$ cat config.mk
export PLATFORM = sky130hd
export DESIGN_NAME = edge_cache
export DESIGN_NICKNAME = d
export VERILOG_FILES = /design/src/rtl/edge_cache_pkg.sv /design/src/rtl/edge_row_buffer.sv /design/src/rtl/edge_cache.sv
export VERILOG_INCLUDE_DIRS = /design/src /design/src/rtl
export SDC_FILE = /design/constraint.sdc
export NUM_CORES = 1
export LEC_CHECK = 0
export CORE_UTILIZATION = 54
export DETAILED_ROUTE_END_ITERATION = 16
export GPL_TIMING_DRIVEN = 0
export PLACE_DENSITY_LB_ADDON = 0.2
export REMOVE_ABC_BUFFERS = 1
export SYNTH_ARGS = -nofsm -noshare
export SYNTH_HDL_FRONTEND = slang
export SYNTH_SLANG_ARGS = --single-unit
$ cat constraint.sdc
create_clock -name clock -period 5.65 [get_ports clock]
set_input_delay 0.8475 -clock clock [delete_from_list [all_inputs] [get_ports clock]]
set_output_delay 0.8475 -clock clock [all_outputs]
set_load 0.01 [all_outputs]
$ cat src/rtl/constants.v
// rtl/constants.v - default parameters and floating-point constants for edge_cache
`ifndef EDGE_CACHE_CONSTANTS_V
`define EDGE_CACHE_CONSTANTS_V
`define DEFAULT_MAX_NODES   16
`define DEFAULT_INDEX_WIDTH 8
`define DEFAULT_VALUE_WIDTH 32
`define FP_INFINITY         32'h7F800000
`endif

$ cat src/rtl/edge_cache_pkg.sv
// rtl/edge_cache_pkg.sv - shared types for edge_cache
package edge_cache_pkg;

    typedef enum logic [1:0] {
        ST_IDLE  = 2'd0,
        ST_ISSUE = 2'd1,
        ST_DRAIN = 2'd2,
        ST_HIT   = 2'd3
    } ec_state_e;

endpackage

$ cat src/rtl/edge_row_buffer.sv
// rtl/edge_row_buffer.sv - single-row weight store, one write port, asynchronous read port
module edge_row_buffer #(
    parameter int DEPTH  = 16,
    parameter int ADDR_W = 5,
    parameter int DATA_W = 32
) (
    input  logic              clock,
    input  logic              wr_en,
    input  logic [ADDR_W-1:0] wr_addr,
    input  logic [DATA_W-1:0] wr_data,
    input  logic [ADDR_W-1:0] rd_addr,
    output logic [DATA_W-1:0] rd_data
);

    localparam int IDX_W = (DEPTH > 1) ? $clog2(DEPTH) : 1;
    localparam logic [ADDR_W-1:0] DEPTH_L = ADDR_W'(DEPTH);

    logic [DATA_W-1:0] mem_q [DEPTH];

    // Out-of-range addresses are dropped on write and read back as zero.
    always_ff @(posedge clock) begin
        if (wr_en && (wr_addr < DEPTH_L)) begin
            mem_q[wr_addr[IDX_W-1:0]] <= wr_data;
        end
    end

    assign rd_data = (rd_addr < DEPTH_L) ? mem_q[rd_addr[IDX_W-1:0]] : '0;

endmodule

$ cat src/rtl/edge_cache.sv
// rtl/edge_cache.sv - one-row adjacency-matrix cache fed by a pipelined Avalon-MM read master
`include "constants.v"

module edge_cache
    import edge_cache_pkg::*;
#(
    parameter int                    MAX_NODES    = `DEFAULT_MAX_NODES,
    parameter int                    INDEX_WIDTH  = `DEFAULT_INDEX_WIDTH,
    parameter int                    VALUE_WIDTH  = `DEFAULT_VALUE_WIDTH,
    parameter int                    ADDR_WIDTH   = 32,
    parameter logic [ADDR_WIDTH-1:0] BASE_ADDRESS = '0
) (
    input  logic                   clock,
    input  logic                   reset,
    input  logic [INDEX_WIDTH-1:0] number_of_nodes,
    input  logic                   ec_query,
    input  logic [INDEX_WIDTH-1:0] ec_from_node,
    input  logic [INDEX_WIDTH-1:0] ec_to_node,
    output logic                   ec_ready,
    output logic [VALUE_WIDTH-1:0] ec_edge_value,
    output logic [ADDR_WIDTH-1:0]  mem_address,
    output logic                   mem_read,
    input  logic                   mem_waitrequest,
    input  logic [VALUE_WIDTH-1:0] mem_readdata,
    input  logic                   mem_readdatavalid
);

    localparam int CW = INDEX_WIDTH + 1;
    localparam logic [CW-1:0] MAX_L = CW'(MAX_NODES);

    ec_state_e              state_q, state_d;
    logic                   row_valid_q, row_valid_d;
    logic [INDEX_WIDTH-1:0] loaded_row_q, loaded_row_d;
    logic [INDEX_WIDTH-1:0] fill_row_q, fill_row_d;
    logic [CW-1:0]          issue_count_q, issue_count_d;
    logic [CW-1:0]          recv_count_q, recv_count_d;

    logic [CW-1:0]          nodes_ext;
    logic [CW-1:0]          n_eff;
    logic                   filling;
    logic                   fill_done;
    logic                   row_hit;
    logic                   start_fill;
    logic                   resp_ok;
    logic [VALUE_WIDTH-1:0] buf_rd_data;

    assign nodes_ext = {1'b0, number_of_nodes};
    assign n_eff     = (nodes_ext > MAX_L) ? MAX_L : nodes_ext;
    assign filling   = (state_q == ST_ISSUE) || (state_q == ST_DRAIN);
    assign fill_done = filling && (issue_count_q == n_eff) && (recv_count_q == n_eff);
    assign row_hit   = row_valid_q && (ec_from_node == loaded_row_q);
    // Responses outside a fill (stray or left over from before a reset) never touch the buffer.
    assign resp_ok   = reset && filling && mem_readdatavalid && (recv_count_q < n_eff);

    always_ff @(posedge clock) begin
        if (!reset) begin
            state_q <= ST_IDLE;
        end else begin
            state_q <= state_d;
        end
    end

    always_comb begin
        state_d = state_q;
        case (state_q)
            ST_IDLE: begin
                if (ec_query) begin
                    state_d = row_hit ? ST_HIT : ST_ISSUE;
                end
            end
            ST_ISSUE, ST_DRAIN: begin
                if (fill_done) begin
                    if (!ec_query) begin
                        state_d = ST_IDLE;
                    end else if (ec_from_node == fill_row_q) begin
                        state_d = ST_HIT;
                    end else begin
                        state_d = ST_ISSUE;
                    end
                end else if ((state_q == ST_ISSUE) && (issue_count_q == n_eff)) begin
                    state_d = ST_DRAIN;
                end
            end
            ST_HIT: begin
                if (!ec_query) begin
                    state_d = ST_IDLE;
                end else if (ec_from_node != loaded_row_q) begin
                    state_d = ST_ISSUE;
                end
            end
            default: state_d = ST_IDLE;
        endcase
    end

    always_comb begin
        mem_read    = (state_q == ST_ISSUE) && (issue_count_q < n_eff);
        mem_address = '0;
        if (state_q == ST_ISSUE) begin
            mem_address = BASE_ADDRESS
                        + ADDR_WIDTH'(fill_row_q) * ADDR_WIDTH'(MAX_NODES)
                        + ADDR_WIDTH'(issue_count_q);
        end
        ec_ready      = (state_q == ST_HIT) && ec_query && row_hit;
        ec_edge_value = ({1'b0, ec_to_node} >= n_eff) ? VALUE_WIDTH'(`FP_INFINITY) : buf_rd_data;
    end

    // A completing fill that immediately refills still records the finished row before invalidating it.
    assign start_fill = (state_d == ST_ISSUE) && ((state_q != ST_ISSUE) || fill_done);

    always_comb begin
        row_valid_d   = row_valid_q;
        loaded_row_d  = loaded_row_q;
        fill_row_d    = fill_row_q;
        issue_count_d = issue_count_q;
        recv_count_d  = recv_count_q;
        if (mem_read && !mem_waitrequest) begin
            issue_count_d = issue_count_q + 1'b1;
        end
        if (resp_ok) begin
            recv_count_d = recv_count_q + 1'b1;
        end
        if (fill_done) begin
            row_valid_d  = 1'b1;
            loaded_row_d = fill_row_q;
        end
        if (start_fill) begin
            fill_row_d    = ec_from_node;
            issue_count_d = '0;
            recv_count_d  = '0;
            row_valid_d   = 1'b0;
        end
    end

    always_ff @(posedge clock) begin
        if (!reset) begin
            row_valid_q   <= 1'b0;
            loaded_row_q  <= '0;
            fill_row_q    <= '0;
            issue_count_q <= '0;
            recv_count_q  <= '0;
        end else begin
            row_valid_q   <= row_valid_d;
            loaded_row_q  <= loaded_row_d;
            fill_row_q    <= fill_row_d;
            issue_count_q <= issue_count_d;
            recv_count_q  <= recv_count_d;
        end
    end

    edge_row_buffer #(
        .DEPTH  (MAX_NODES),
        .ADDR_W (CW),
        .DATA_W (VALUE_WIDTH)
    ) u_row_buffer (
        .clock   (clock),
        .wr_en   (resp_ok),
        .wr_addr (recv_count_q),
        .wr_data (mem_readdata),
        .rd_addr ({1'b0, ec_to_node}),
        .rd_data (buf_rd_data)
    );

endmodule

==> results.toml, run 1 <==
[synthesis]
synth_seq_cells = 549
synth_edf_count = 512
syn_inst = 1154
synth_top_area_cell = "edfxtp_1"
postSynth.asyncResetShare = 0
synth_warnings = 0
ys_top_cells_by_area = "edfxtp_1 (68%), mux4_2 (16%), dfxtp_1 (3.3%), ha_1 (2.1%), nand2_1 (1.3%)"
synthFlopType = "edfxtp_1"
syn_area_per_cell_um2 = 19.5
yosysSeqAreaShare = 0.717
netlist_area_mm2 = 0.0225
synth.top_cell.area_share = 0.684
yosysUniqueCellTypes = 49

[floorplan]
core.rowCount = 74
ioPinCount = 127
start_util = 0.549
die_x_um = 206
core_mm2 = 0.0409
dieArea_mm2 = 0.0425
die_h_um = 206

[layout]
drive_gt1_frac = 0.231
fin_util = 0.651
antennaDiodeCount = 0
fill_cells = 2729
multi_input_area_mm2 = 0.00621
regArea_mm2 = 0.0161
final_area_mm2 = 0.0266
area_growth_pct = 18.4
fin_nets = 1408

[clock_tree]
clock_latency_ns = 0.60
ctsHoldBuffers = 0
cts_root_buf = "clkbuf_16"
cts_tree = "built"
cts_htree_levels = 2
clockBufferDepth = 3
clk_pin_slew_worst_paths_ns = 0.05
cts_sinks = 549
numCtsBuffers = 55

[drt]
totalWireLength_um = 49100
dr.first_iter.drc_count = 1154
drc_errors = 0
vias_per_cell = 6.07
via_count = 11400
drt_first_pass_iters = 5
routedWlPerCell_um = 26.1
antenna_left = 0

[setup_path]
worstSetupEndpointType = "output port"
cp.arrival_ns = 4.45
cp_max_fo = 24
startpoint_type = "primary input"
cp.required_ns = 4.80
critPathKind = "primary input to output port"

[timing]
report.final.slew_viol_count = 0
skew_ns = 0.0157
rsz0062_at_grt = "false"
fmax_mhz = 189
min_period_ns = 5.30
fin_crit_sh = 0.938
setup_viol = 0
slew_headroom = 0.121
tightest_slew_ns = 1.32
finalHoldViolCount = 0

[global_route]
gr-usage-all-layers = 0.237
grt_pass1_wl_um = 71600
grt_max_degree = 73
antenna_found_initial = 1
grt-ovfl-total = 0
grt_pass1_vias = 11400

[status]
outcome = "complete, no violations"

[power_and_ir_drop]
p_leak_nw = 8.57
peakVddDrop_mv = 0.250
powerDensity_mw_per_mm2 = 337

[placement]
hpwl_um = 29200
port_buffers = 107
routabilityCongestion = 0.840
post_dp_cell_area_mm2 = 0.0247

[worst_hold_path]
min_path_type = "flop to flop"

[job]
max-cap-violations = 0
[Yosys cell counts (15+ instances only)]
master	n
xnor2_1	25
edfxtp_1	512
nand2_1	76
dfxtp_1	37
clkbuf_1	35
nor2_1	30
buf_4	19
a31oi_1	26
ha_1	37
mux4_2	160
nand3_1	15
buf_2	18
[placed cells by master, fill, tap and decap left out, types with 7 or more instances in the layout]
cell type,n
a21boi_0,8
a21o_1,11
a21oi_1,13
a31oi_1,26
and2_1,14
buf_12,10
buf_16,8
buf_6,19
bufinv_16,9
clkbuf_1,7
clkbuf_16,55
clkdlybuf4s50_1,103
clkinv_1,10
clkinv_2,8
conb_1,28
dfxtp_1,37
edfxtp_1,512
ha_1,37
inv_1,9
mux2i_1,8
mux4_2,160
nand2_1,76
nand3_1,15
nand4_1,7
nor2_1,18
nor2_4,12
o21ai_0,11
xnor2_1,25
[through the flow]
step	instances	hold WS (ns)	setup slack [ns]	setup TNS [ns]	power [mW]
after floorplan	1103	0.442	-0.257	-32.72	5.01
after global placement	1742	0.467	-7.00	-1758.12	5.40
after detailed placement	1781	0.473	-0.692	-112.04	5.35
after CTS	1877	0.482	0.0853	0	9.04
after global routing	1880	0.506	0.171	0	9.25
final	1880	0.480	0.349	0	8.98
[power by group]
| group | internal, mW | switching [mW] | leakage, nW | total, mW |
|---|---|---|---|---|
| Combinational | 0.329 | 0.389 | 2.76 | 0.717 |
| Sequential | 4.50 | 0.0470 | 4.90 | 4.55 |
| Clock | 2.22 | 1.50 | 0.902 | 3.71 |
| Total | 7.05 | 1.93 | 8.57 | 8.98 |
[layout make-up]
type	instances	area share
clock inverter	32	0.0157
clock buffer	64	0.0537
tap	532	0.0250
multi-input combinational	545	0.233
timing repair buffer	149	0.0658
sequential	549	0.605
inverter	9	0.00127
[final timing paths]
check | from | end | slack [ns] | depth (start not counted)
hold reg to reg | loaded_row_q[3] | loaded_row_q[3] | 0.48 | 2
setup reg to reg | state_q[0] | u_row_buffer.mem_q[3][15] | 1.58 | 10
setup / recovery | number_of_nodes[5] | ec_edge_value[17] | 0.35 | 12
hold / removal | loaded_row_q[3] | loaded_row_q[3] | 0.48 | 2
[metal layers]
| metal | global-route usage | part of all wire |
|---|---|---|
| met1 | 0.314 | 0.39 |
| met5 | 0 | 0.00035 |
| met4 | 0.0672 | 0.023 |
| met3 | 0.0416 | 0.063 |
| met2 | 0.407 | 0.52 |
[registers in the layout (all words and copies together) (netlist names)]
signal and flops:
u_row_buffer.mem_q 512, issue_count_q 9, recv_count_q 9, fill_row_q 8
loaded_row_q 8, state_q 2, row_valid_q 1
[worst max-delay path, cell delays in order]
cell	delay [ns]
clkdlybuf4s50_1	0.44
nor4_4	0.32
and2_1	0.24
ha_1	0.24
nand2b_1	0.14
a21o_1	0.17
a21o_1	0.17
a21o_1	0.16
a21o_1	0.20
a21o_2	0.48
a31oi_1	0.41
clkdlybuf4s50_1	0.62
[repair_timing]
action	CTS	global route
setup buffers	0	3
pin swaps	0	2
endpoints found under the setup margin	32	10
gates resized for setup	4	0
[cells by family (layout without fill, tap and decap cells)]
family	count (synthesis)	count (layout)	share of synthesized area
other	2	28	0.000334
flip-flops	549	549	0.717
AND/OR/NAND/NOR	188	188	0.0401
AO/OA/AOI/OAI	92	92	0.0270
adder cells (fa/ha/maj)	38	38	0.0215
multiplexers	168	168	0.164
buffers and inverters	86	254	0.0185
XOR/XNOR	31	31	0.0121
Note: power is estimated with default switching activity, not from simulation.
==> run 2: changes to the inputs <==
--- a/config.mk
+++ b/config.mk
@@ -10,6 +10,7 @@
 export DETAILED_ROUTE_END_ITERATION = 16
 export GPL_TIMING_DRIVEN = 0
 export PLACE_DENSITY_LB_ADDON = 0.2
+export RECOVER_POWER = 50
 export REMOVE_ABC_BUFFERS = 1
 export SYNTH_ARGS = -nofsm -noshare
 export SYNTH_HDL_FRONTEND = slang
==> results.toml, run 2 (same netlist as run 1, synthesis figures left out) <==
[timing]
tns_ns = 0
fmax_mhz = 189
setup_viol = 0
worst_hold_slack_ns = 0.480
tightest_slew_ns = 1.57
min_period_ns = 5.30
slew_headroom = -0.0536
rsz0062_at_grt = "false"
worst_slack_ns = 0.354
fin_crit_sh = 0.937
finalHoldViolCount = 0
report.final.slew_viol_count = 14
skew_ns = 0.0159

[placement]
port_buffers = 107
pre_cts_slack_ns = -0.692
hpwl_um = 29200
routabilityCongestion = 0.840

[global_route]
grt_pass1_vias = 11400
antenna_found_initial = 3
grt-ovfl-total = 0
grt_pass1_wl_um = 71600
gr-usage-all-layers = 0.237
grt_max_degree = 73

[clock_tree]
cts_sinks = 549
clk_pin_slew_worst_paths_ns = 0.05
cts_tree = "built"
clock_latency_ns = 0.61
clockBufferDepth = 3
numCtsBuffers = 55
ctsHoldBuffers = 0
cts_root_buf = "clkbuf_16"
cts_htree_levels = 2

[worst_hold_path]
hp-start = "loaded_row_q[3]"
min_path_type = "flop to flop"

[setup_path]
crit_start = "number_of_nodes[5]"
crit_path_cell_trace = "clkdlybuf4s50_1 -> nor4_4 -> and2_1 -> ha_1 -> nand2b_1 -> a21o_1 -> a21o_1 -> a21o_1 -> a21o_1 -> a21o_2 -> a31oi_1 -> clkdlybuf4s50_1"
cp.arrival_ns = 4.45
critPathMostFrequentCell = "a21o_1"
cp.required_ns = 4.80
critPathKind = "primary input to output port"
critPathBufInv = 2
crit_family = "compound AO/OA/AOI/OAI gates"
startpoint_type = "primary input"
worstSetupEndpointType = "output port"
cpPeakStageDelay_ns = 0.62
r2r_start = "issue_count_q[0]"
cpMaxStageDelayCell = "clkdlybuf4s50_1"
cp_max_fo = 24

[power_and_ir_drop]
peakVddDrop_mv = 0.251
fin_total_pwr_mw = 8.97
powerDensity_mw_per_mm2 = 337
p_leak_nw = 8.61

[drt]
drc_errors = 0
totalWireLength_um = 49200
drt_first_pass_iters = 5
vias_per_cell = 6.07
antenna_left = 0
routedWlPerCell_um = 26.1
via_count = 11400
dr.first_iter.drc_count = 1170

[floorplan]
dieArea_mm2 = 0.0425
start_util = 0.549
ioPinCount = 127
core.rowCount = 74
die_x_um = 206
core_mm2 = 0.0409
die_h_um = 206

[job]
max-cap-violations = 1

[layout]
final_common_cell = "edfxtp_1"
fin_nets = 1408
largest_reg_flops = 512
drive_gt1_frac = 0.229
area_growth_pct = 18.4
layout_common_cells = "edfxtp_1 (512), mux4_2 (160), nand2_1 (76), clkdlybuf4s50_1 (59), clkbuf_16 (55)"

[status]
violations = "max-capacitance violations, max-slew violations"
outcome = "finished with violations"
[run 2: cell types whose count changed in the layout (fill, tap and decap cells not counted)]
cell	previous run	this run
clkdlybuf4s50_1	103	59
dlygate4sd3_1	0	44
nor3_1	3	4
nor2_2	1	0
and2_1	14	12
and2_0	0	2
clkbuf_4	0	1
buf_4	5	4
diode_2	0	1
nor2_1	18	19
nor3_2	6	5
[run 2: metrics by stage]
step	instance area [um2]	util	instances
CTS	26600	0.650	1877
global placement	23900	0.585	1742
finish	26600	0.650	1881
detailed placement	24700	0.604	1781
floorplan	22200	-	1103
global route	26600	0.650	1880
[run 2: final timing paths]
| check | to | slack (ns) | cells after the start |
|---|---|---|---|
| min | loaded_row_q[3] | 0.48 | 2 |
| max reg2reg | fill_row_q[4] | 1.45 | 8 |
| max | ec_edge_value[17] | 0.35 | 12 |
| min reg2reg | loaded_row_q[3] | 0.48 | 2 |
[run 2: area by class of cell]
class                      instances  area [um2]
clock inverter                    32         419
multi-input combinational        545        6200
sequential                       549       16100
antenna                            1        2.50
clock buffer                      64        1430
fill                            2730       14300
tap                              532         666
inverter                           9        33.8
timing repair buffer             149        1750
[run 2: worst min-delay path, cell delays in order, from the launching register on]
cell and delay (ns):
dfxtp_1 0.31, nand2_1 0.05, a21boi_0 0.06
[run 2: routing by layer]
layer / global-route usage / up-vias / part of all wire
li1: - / 4991 / -
met1: 0.314 / 5919 / 0.39
met2: 0.407 / 418 / 0.52
met3: 0.0416 / 79 / 0.062
met4: 0.0672 / 6 / 0.023
met5: 0 / - / 0.00071
[run 2: power by group]
group | switching (mW) | internal, mW | leakage [nW] | total (mW)
Sequential | 0.0470 | 4.50 | 4.90 | 4.55
Combinational | 0.387 | 0.322 | 2.81 | 0.709
Clock | 1.50 | 2.22 | 0.902 | 3.71
[run 2: timing repair]
action                     4_1_cts  5_1_grt
resized for setup                4        0
setup endpoints to repair       32       10
pin swaps                        0        2
buffers inserted                 0        3
==> run 3: changes to the inputs <==
--- a/config.mk
+++ b/config.mk
@@ -7,6 +7,7 @@
 export NUM_CORES = 1
 export LEC_CHECK = 0
 export CORE_UTILIZATION = 54
+export CTS_CLUSTER_SIZE = 10
 export DETAILED_ROUTE_END_ITERATION = 16
 export GPL_TIMING_DRIVEN = 0
 export PLACE_DENSITY_LB_ADDON = 0.2
==> results.toml, run 3 (same netlist as run 1, synthesis figures left out) <==
[status]
outcome = "finished with violations"
violations = "max-capacitance violations, max-slew violations"

[setup_path]
cp.arrival_ns = 4.46
crit_path_cell_trace = "clkdlybuf4s50_1 -> nor4_4 -> and2_1 -> ha_1 -> nand2b_1 -> a21o_1 -> a21o_1 -> a21o_1 -> a21o_1 -> a21o_2 -> a31oi_1 -> clkdlybuf4s50_1"
critPathKind = "primary input to output port"
cpMaxStageDelayCell = "clkdlybuf4s50_1"
startpoint_type = "primary input"
critPathBufInv = 2
crit_family = "compound AO/OA/AOI/OAI gates"
cp.required_ns = 4.80
cpPeakStageDelay_ns = 0.62
critPathMostFrequentCell = "a21o_1"
cp_max_fo = 24
worstSetupEndpointType = "output port"

[global_route]
grt_pass1_wl_um = 72200
grt_pass1_vias = 11500
gr-usage-all-layers = 0.239
grt-ovfl-total = 0
grt_max_degree = 73
antenna_found_initial = 4

[floorplan]
die_x_um = 206
core_mm2 = 0.0409
ioPinCount = 127
core.rowCount = 74
die_h_um = 206
dieArea_mm2 = 0.0425
start_util = 0.549

[drt]
wl_met3_um = 3070
wl_met2_um = 25600
totalWireLength_um = 49200
drt_first_pass_iters = 5
routedWlPerCell_um = 26.5
antenna_left = 0
via_count = 11500
drc_errors = 0
wl_met1_um = 19200
dr.first_iter.drc_count = 1182
route.top_layer_used = "met5"
vias_per_cell = 6.16

[timing]
setup_viol = 0
skew_ns = 0.0220
min_period_ns = 5.31
report.final.slew_viol_count = 14
tns_ns = 0
fmax_mhz = 188
slew_headroom = -0.0709
tightest_slew_ns = 1.59
rsz0062_at_grt = "false"
fin_crit_sh = 0.940
finalHoldViolCount = 0

[power_and_ir_drop]
fin_total_pwr_mw = 8.65
p_leak_nw = 8.51
comb_power_share = 0.082
power.switching_mw = 1.89
power_frac_seq = 0.526
peakVddDrop_mv = 0.286
pwr-share-clk = 0.392
sw_frac_of_total = 0.218
powerDensity_mw_per_mm2 = 328
power.internal_mw = 6.76

[placement]
routabilityCongestion = 0.840
hpwl_um = 29200
port_buffers = 107

[layout]
layout_common_cells = "edfxtp_1 (512), mux4_2 (160), nand2_1 (76), clkbuf_16 (61), clkdlybuf4s50_1 (59)"
area_growth_pct = 17.5
largest_reg_flops = 512
fill_cells = 2754
final_common_cell = "edfxtp_1"
drive_gt1_frac = 0.223
antennaDiodeCount = 0
fin_nets = 1414

[clock_tree]
cts_htree_levels = 2
clock_latency_ns = 0.62
cts_sinks = 549
cts_tree = "built"
clk_pin_slew_worst_paths_ns = 0.06
numCtsBuffers = 61
clockBufferDepth = 3
cts_root_buf = "clkbuf_16"

[job]
max-cap-violations = 1

[worst_hold_path]
min_path_type = "flop to flop"
==> run 3: routing by layer <==
layer  global-route usage  up-vias
li1                     -     4981
met1                0.315     5957
met2                0.408      413
met3               0.0405      103
met4               0.0733        6
met5                    0        -
==> run 3: power by group through the flow <==
stage / Clock [mW] / Combinational, mW / Sequential (mW)
6_report: 3.39 / 0.709 / 4.55
5_1_grt: 3.61 / 0.767 / 4.55
4_1_cts: 3.45 / 0.721 / 4.55
3_5_place_dp: 0 / 0.714 / 4.63
3_3_place_gp: 0 / 0.761 / 4.64
2_1_floorplan: 0 / 0.387 / 4.62
==> run 3: area by class of cell <==
cell class              count  area (um2)  area share
multi-input cells         545        6200       0.235
flip-flops and latches    549       16100       0.610
well taps                 532         666      0.0252
clock inverters             4        67.6     0.00256
inverters                   9        33.8     0.00128
clock buffers              72        1580      0.0597
repair buffers            149        1750      0.0664
==> run 3: stage by stage <==
step | instances | instance area [um2] | worst slack [ns] | hold slack (ns) | util
after floorplan | 1103 | 22200 | -0.257 | 0.442 | -
after global placement | 1742 | 23900 | -7.00 | 0.467 | 0.585
after detailed placement | 1781 | 24700 | -0.692 | 0.473 | 0.604
after CTS | 1857 | 26400 | 0.0866 | 0.481 | 0.645
after global routing | 1860 | 26400 | 0.175 | 0.506 | 0.645
final | 1860 | 26400 | 0.341 | 0.481 | 0.645
==> run 3: path summary, 6_finish.rpt <==
path                                          from           endpoint  slack (ns)  cells past startpoint
worst max-delay path            number_of_nodes[5]  ec_edge_value[17]        0.34                     12
worst min-delay path               loaded_row_q[6]    loaded_row_q[6]        0.48                      2
worst max register to register    issue_count_q[0]      fill_row_q[4]        1.45                      8
worst min register to register     loaded_row_q[6]    loaded_row_q[6]        0.48                      2
==> run 3: tightest hold or removal path, stage by stage, from the launching register on <==
cell and delay, ns:
dfxtp_1 0.32, nand2_1 0.05, a21boi_0 0.06
==> run 3: what timing repair did <==
item | CTS | global route
resized for setup | 4 | 0
pin swaps | 0 | 2
setup buffers | 0 | 3
setup endpoints to repair | 32 | 10
hold buffers | 0 | 0
